File: config.mk
export PLATFORM = sky130hd
export DESIGN_NAME = cc_parameter_bank
export DESIGN_NICKNAME = d
export VERILOG_FILES = /design/src/rtl/cc_parameter_bank.sv
export SDC_FILE = /design/constraint.sdc
export NUM_CORES = 1
export LEC_CHECK = 0
export CORE_MARGIN = 1.5
export CORE_UTILIZATION = 40
export DETAILED_ROUTE_END_ITERATION = 16
export DONT_BUFFER_PORTS = 1
export HOLD_SLACK_MARGIN = 0.05
export REMOVE_ABC_BUFFERS = 1
export SLEW_MARGIN = 40
export SYNTH_ARGS = -nofsm -noshare
export SYNTH_HDL_FRONTEND = slang
export SYNTH_SLANG_ARGS = --single-unit
File: constraint.sdc
create_clock -name clock_50_000_000 -period 7.8 [get_ports clock_50_000_000]
set_input_delay 1.95 -clock clock_50_000_000 [delete_from_list [all_inputs] [get_ports clock_50_000_000]]
set_output_delay 1.95 -clock clock_50_000_000 [all_outputs]
set_load 0.005 [all_outputs]
File: src/rtl/cc_parameter_bank.sv
// MIDI Control Change parameter bank: maps CC numbers onto parameter slots (7-bit or 14-bit
// MSB/LSB pairs) and reports every value change through a first-word-fall-through event FIFO.
module cc_parameter_bank #(
    parameter  int NUM_PARAMS  = 8,
    parameter  int VALUE_WIDTH = 14,
    parameter  int EVENT_DEPTH = 4,
    localparam int IDX_W       = $clog2(NUM_PARAMS)
) (
    input  logic                              clock_50_000_000,
    input  logic                              reset,
    input  logic                              message_valid,
    input  logic [7:0]                        message_status,
    input  logic [6:0]                        message_data1,
    input  logic [6:0]                        message_data2,
    input  logic [3:0]                        rx_channel,
    input  logic                              omni,
    input  logic [NUM_PARAMS*7-1:0]           cc_map,
    input  logic [NUM_PARAMS*VALUE_WIDTH-1:0] default_values,
    output logic [NUM_PARAMS*VALUE_WIDTH-1:0] parameters,
    output logic                              event_valid,
    output logic [IDX_W-1:0]                  event_index,
    output logic [VALUE_WIDTH-1:0]            event_value,
    input  logic                              event_ready,
    output logic                              reload_pulse,
    output logic                              overflow
);

    localparam int         PTR_W        = $clog2(EVENT_DEPTH);
    localparam int         CNT_W        = PTR_W + 1;
    localparam logic [3:0] STATUS_CC    = 4'hB;
    localparam logic [6:0] CC_RESET_ALL = 7'd121;

    typedef struct packed {
        logic [IDX_W-1:0]       index;
        logic [VALUE_WIDTH-1:0] value;
    } event_t;

    logic [VALUE_WIDTH-1:0] r_slots [NUM_PARAMS];
    event_t                 r_fifo  [EVENT_DEPTH];
    logic [PTR_W-1:0]       r_wr_ptr;
    logic [PTR_W-1:0]       r_rd_ptr;
    logic [CNT_W-1:0]       r_count;
    logic                   r_overflow;
    logic                   r_reload_pulse;

    logic                   w_accept;
    logic [NUM_PARAMS-1:0]  w_msb_match;
    logic [NUM_PARAMS-1:0]  w_lsb_match;
    logic                   w_hit;
    logic                   w_hit_lsb;
    logic [IDX_W-1:0]       w_hit_idx;
    logic [VALUE_WIDTH-1:0] w_old_value;
    logic [VALUE_WIDTH-1:0] w_new_value;
    logic                   w_change;
    logic                   w_reload;
    logic                   w_full;
    logic                   w_pop;
    logic                   w_push;
    logic                   w_drop;

    assign w_accept = message_valid && (message_status[7:4] == STATUS_CC) &&
                      (omni || (message_status[3:0] == rx_channel));

    // An LSB hit is data1 == map + 32, only for 14-bit slots whose map lies in the MSB range.
    for (genvar gi = 0; gi < NUM_PARAMS; gi++) begin : g_match
        logic [6:0] w_map;
        assign w_map = cc_map[7*gi +: 7];
        assign w_msb_match[gi] = (message_data1 == w_map);
        if (VALUE_WIDTH == 14) begin : g_lsb
            assign w_lsb_match[gi] = (w_map < 7'd32) && (message_data1 == w_map + 7'd32);
        end else begin : g_no_lsb
            assign w_lsb_match[gi] = 1'b0;
        end
        assign parameters[VALUE_WIDTH*gi +: VALUE_WIDTH] = r_slots[gi];
    end

    // NOTE: every always_comb output gets a default first so no path leaves it unassigned (no latch).
    always_comb begin
        w_hit     = 1'b0;
        w_hit_lsb = 1'b0;
        w_hit_idx = '0;
        // Descending scan so the lowest matching index is the one left standing.
        for (int i = NUM_PARAMS - 1; i >= 0; i--) begin
            if (w_msb_match[i] || w_lsb_match[i]) begin
                w_hit     = w_accept;
                w_hit_lsb = w_lsb_match[i];
                w_hit_idx = IDX_W'(i);
            end
        end
    end

    assign w_old_value = r_slots[w_hit_idx];

    if (VALUE_WIDTH == 14) begin : g_wide
        assign w_new_value = w_hit_lsb ? {w_old_value[13:7], message_data2}
                                       : {message_data2, 7'b0};
    end else begin : g_narrow
        assign w_new_value = message_data2;
    end

    assign w_change = w_hit && (w_new_value != w_old_value);
    assign w_reload = w_accept && !w_hit && (message_data1 == CC_RESET_ALL);

    assign w_full   = (r_count == CNT_W'(EVENT_DEPTH));
    assign w_pop    = (r_count != '0) && event_ready;
    assign w_push   = w_change && (!w_full || w_pop);
    assign w_drop   = w_change && w_full && !w_pop;

    // NOTE: sequential state uses non-blocking assignments so all registers update together.
    always_ff @(posedge clock_50_000_000) begin
        if (reset || w_reload) begin
            for (int i = 0; i < NUM_PARAMS; i++) begin
                r_slots[i] <= default_values[VALUE_WIDTH*i +: VALUE_WIDTH];
            end
        end else if (w_change) begin
            r_slots[w_hit_idx] <= w_new_value;
        end
    end

    always_ff @(posedge clock_50_000_000) begin
        if (reset) begin
            r_wr_ptr       <= '0;
            r_rd_ptr       <= '0;
            r_count        <= '0;
            r_overflow     <= 1'b0;
            r_reload_pulse <= 1'b0;
        end else begin
            if (w_push) r_wr_ptr <= r_wr_ptr + PTR_W'(1);
            if (w_pop)  r_rd_ptr <= r_rd_ptr + PTR_W'(1);
            case ({w_push, w_pop})
                2'b10:   r_count <= r_count + CNT_W'(1);
                2'b01:   r_count <= r_count - CNT_W'(1);
                default: r_count <= r_count;
            endcase
            r_overflow     <= r_overflow || w_drop;
            r_reload_pulse <= w_reload;
        end
    end

    // NOTE: FIFO storage has no reset; r_count alone decides which entries are meaningful.
    always_ff @(posedge clock_50_000_000) begin
        if (w_push) begin
            r_fifo[r_wr_ptr] <= '{index: w_hit_idx, value: w_new_value};
        end
    end

    assign event_valid  = (r_count != '0);
    assign event_index  = r_fifo[r_rd_ptr].index;
    assign event_value  = r_fifo[r_rd_ptr].value;
    assign reload_pulse = r_reload_pulse;
    assign overflow     = r_overflow;

endmodule

==> qor.csv <==
stage,metric,value,unit
outcome,run status,"complete, no violations",
grt,largest net degree at the start of global routing,29,
cts,CTS root buf,clkbuf_16,
final_layout,post-layout util,0.441,
timing,Hold WS,543,ps
drt,DRT Pass-1 Iters,5,
synth,Netlist cell types,89,
timing,Slew @ Worst Pin,789,ps
synth,synthesis-stage register bit count,191,
floorplanning,total I/O pin count,331,
timing,RSZ-0062 raised after global routing,false,
critical_path,Worst Path Required,7870,ps
timing,skew final,13.5,ps
pwr,clock power share,0.368,
grt,vias in the first global route,7335,
pwr,pwr dens,203,nW/um^2
timing,setup ws final,1130,ps
cts,CTS Sinks,191,
pwr,switch share,0.286,
min_path,HP Class,reg -> reg,
floorplanning,# rows,61,
drt,vias per cell,5.96,
timing,Fin Setup TNS,0,ps
synth,Syn Std Cell Area,11200,sq um
pwr,P_int,1.76,mW
timing,Max Slew Vio Count,0,
final_layout,Post-Layout Cell Count,1240,
synth,Yosys top cell area share,0.483,
cts,clock latency on the worst-skew pair,450,ps
synth,Synth area leader,edfxtp_1,
synth,sequential share of the synthesized area,0.503,
place,GPL Wtd Cong,0.876,
job,max cap viols,0,
floorplanning,Initial Util,0.405,
drt,drt drc,0,
timing,Setup Viol. Count Final,0,
synth,Post-synth top cells,"edfxtp_1, nand2_1, mux2_2, xor2_1",
cts,CTS tree,done,
final_layout,share of layout cells above drive strength 1,0.245,
drt,Post-Route WL,36900,um
pwr,Comb pwr share,0.129,
final_layout,area grow syn2layout,8.93,%
synth,"count leader, synth",edfxtp_1,
timing,period utilization,0.855,
synth,top_reg_cell synth,edfxtp_1,
critical_path,"Cell Chain, Critical Path","inv_1, ha_1, xnor2_1, and3_1, o211a_4, a211oi_2, o21ai_2, nand2_1, inv_2, o32ai_1, nor2_1, nand3_1, o211ai_1, a31o_4, a21boi_4, nand3_4, nand2_1",
cts,CTS resizes,0,
critical_path,CP peak stage delay,710,ps
timing,Fmax achieved,150,MHz
timing,Final Hold Viols,0,
pwr,Sw Pwr,0.705,mW
place,dpl hpwl,28300,um
floorplanning,die width,170,um
synth,Syn Area/Cell,13.3,sq um
pwr,total power,2.47,mW
final_layout,final-stage net count,1057,
synth,Synth Warn #,0,
cts,H-tree depth,4,
synth,synth top area cells,"edfxtp_1, mux2_4, mux2_2",
pwr,Seq pwr share,0.503,
grt,grt ovf,0,
critical_path,crit end category,register,
cts,# hold bufs at CTS,0,
timing,min cycle time layout,6670,ps
synth,ys async rst share,0,
critical_path,CP max FO,15,
pwr,Max rail drop VDD,0.151,mV
timing,Worst slew margin,0.473,
critical_path,Setup CP Type,in -> reg,
drt,WL/cell,29.7,um
drt,via count,7396,
cts,post-CTS setup buffer count,0,
drt,antenna-violating nets left,0,
cts,clk slew on worst S/H paths,90,ps
grt,GRT Resource Usage Total,0.253,
floorplanning,DIE AREA,29000,sq um
grt,global-route wire length before repair,51800,um
floorplanning,CORE AREA,27600,sq um
critical_path,Crit path top cell by count,nand2_1,
cts,Num CTS Buffers,17,
place,placed inst area,11600,sq um
critical_path,"Max stage delay cell, worst path",nand2_1,
critical_path,"Arr. time, crit path",6740,ps
place,Post-Place Cells,1204,
synth,Post-synth EDFFs,180,
place,input/output buffers,0,
final_layout,design area,12200,sq um
floorplanning,die height,170,um
critical_path,CP Launch Type,input pin,
place,Place WS,639,ps
pwr,static leakage,4.30,nW
synth,Syn Inst Count,839,
cts,Clock Path Buffers,2,
grt,initial antenna violation count,6,
drt,First DRT Iteration DRCs,660,
per-layer routing:
| layer | track usage | share of wire | up-vias | routed length, um |
|---|---|---|---|---|
| met1 | 0.294 | 0.38 | 3681 | 14100 |
| met5 | 0 | 0.00073 | - | 27 |
| met2 | 0.426 | 0.48 | 402 | 17800 |
| met4 | 0.0889 | 0.031 | 4 | 1130 |
| met3 | 0.0967 | 0.10 | 74 | 3770 |
| li1 | - | - | 3235 | - |
registers in the layout, summed over array words and instances, names as in the netlist, named ones only:
register      cells
r_count           3
r_fifo           68
overflow          1
reload_pulse      1
r_wr_ptr          2
r_slots         112
r_rd_ptr          2
placed cells by master, fill, tap and decap left out, types with 6 or more instances in the layout:
cell,synthesis,layout
a21oi_1,19,18
mux2_4,36,36
nor4_1,6,6
mux4_2,17,17
ha_1,12,12
mux2_2,44,44
mux2i_1,15,15
nor3_1,12,12
and3_1,15,15
dfxtp_1,11,10
edfxtp_1,180,180
nand2_1,46,46
o21ai_0,12,12
o211ai_1,7,7
nand4_1,10,10
a31oi_1,7,7
clkbuf_16,0,17
nor2_1,36,35
and2_1,7,7
xor2_1,44,44
buf_4,2,31
nand3_1,17,17
inv_1,29,29
mux2_1,36,36
xnor2_1,27,27
nand2b_1,6,6
a211oi_1,10,10
worst max-delay path, delay by kind of cell:
family                   cells  cell delay [ps]
AND/OR/NAND/NOR              6             1750
AO/OA/AOI/OAI                7             2430
adder cells (fa/ha/maj)      1              290
buffers and inverters        2              170
XOR/XNOR                     1              120
logic make-up after synthesis:
group,share of synthesized area
buffers and inverters,0.0447
adder cells (fa/ha/maj),0.0152
multiplexers,0.178
flip-flops,0.503
XOR/XNOR,0.0585
AND/OR/NAND/NOR,0.0997
AO/OA/AOI/OAI,0.101
layout make-up:
| class | instances | area [sq um] |
|---|---|---|
| clock inverter | 15 | 200 |
| antenna | 4 | 10.0 |
| clock buffer | 17 | 425 |
| timing repair buffer | 32 | 253 |
| tap | 378 | 473 |
| inverter | 31 | 116 |
| fill | 2591 | 15400 |
| sequential | 191 | 5630 |
| multi-input combinational | 572 | 5080 |
power groups by stage:
stage	Combinational, mW	Clock [mW]	Sequential (mW)
6_report	0.318	0.909	1.24
3_5_place_dp	0.316	0	1.27
4_1_cts	0.318	0.921	1.24
5_1_grt	0.346	0.959	1.25
2_1_floorplan	0.223	0	1.24
3_3_place_gp	0.313	0	1.27
path summary, 6_finish.rpt:
check	start	to	slack, ps	depth (start not counted)
setup / recovery	cc_map[26]	r_slots[7][8]	1130	17
hold reg to reg	r_rd_ptr[1]	register	540	2
hold / removal	r_rd_ptr[1]	register	540	2
setup reg to reg	r_slots[5][9]	r_slots[7][8]	3790	11
Note: power is estimated with default switching activity, not from simulation.
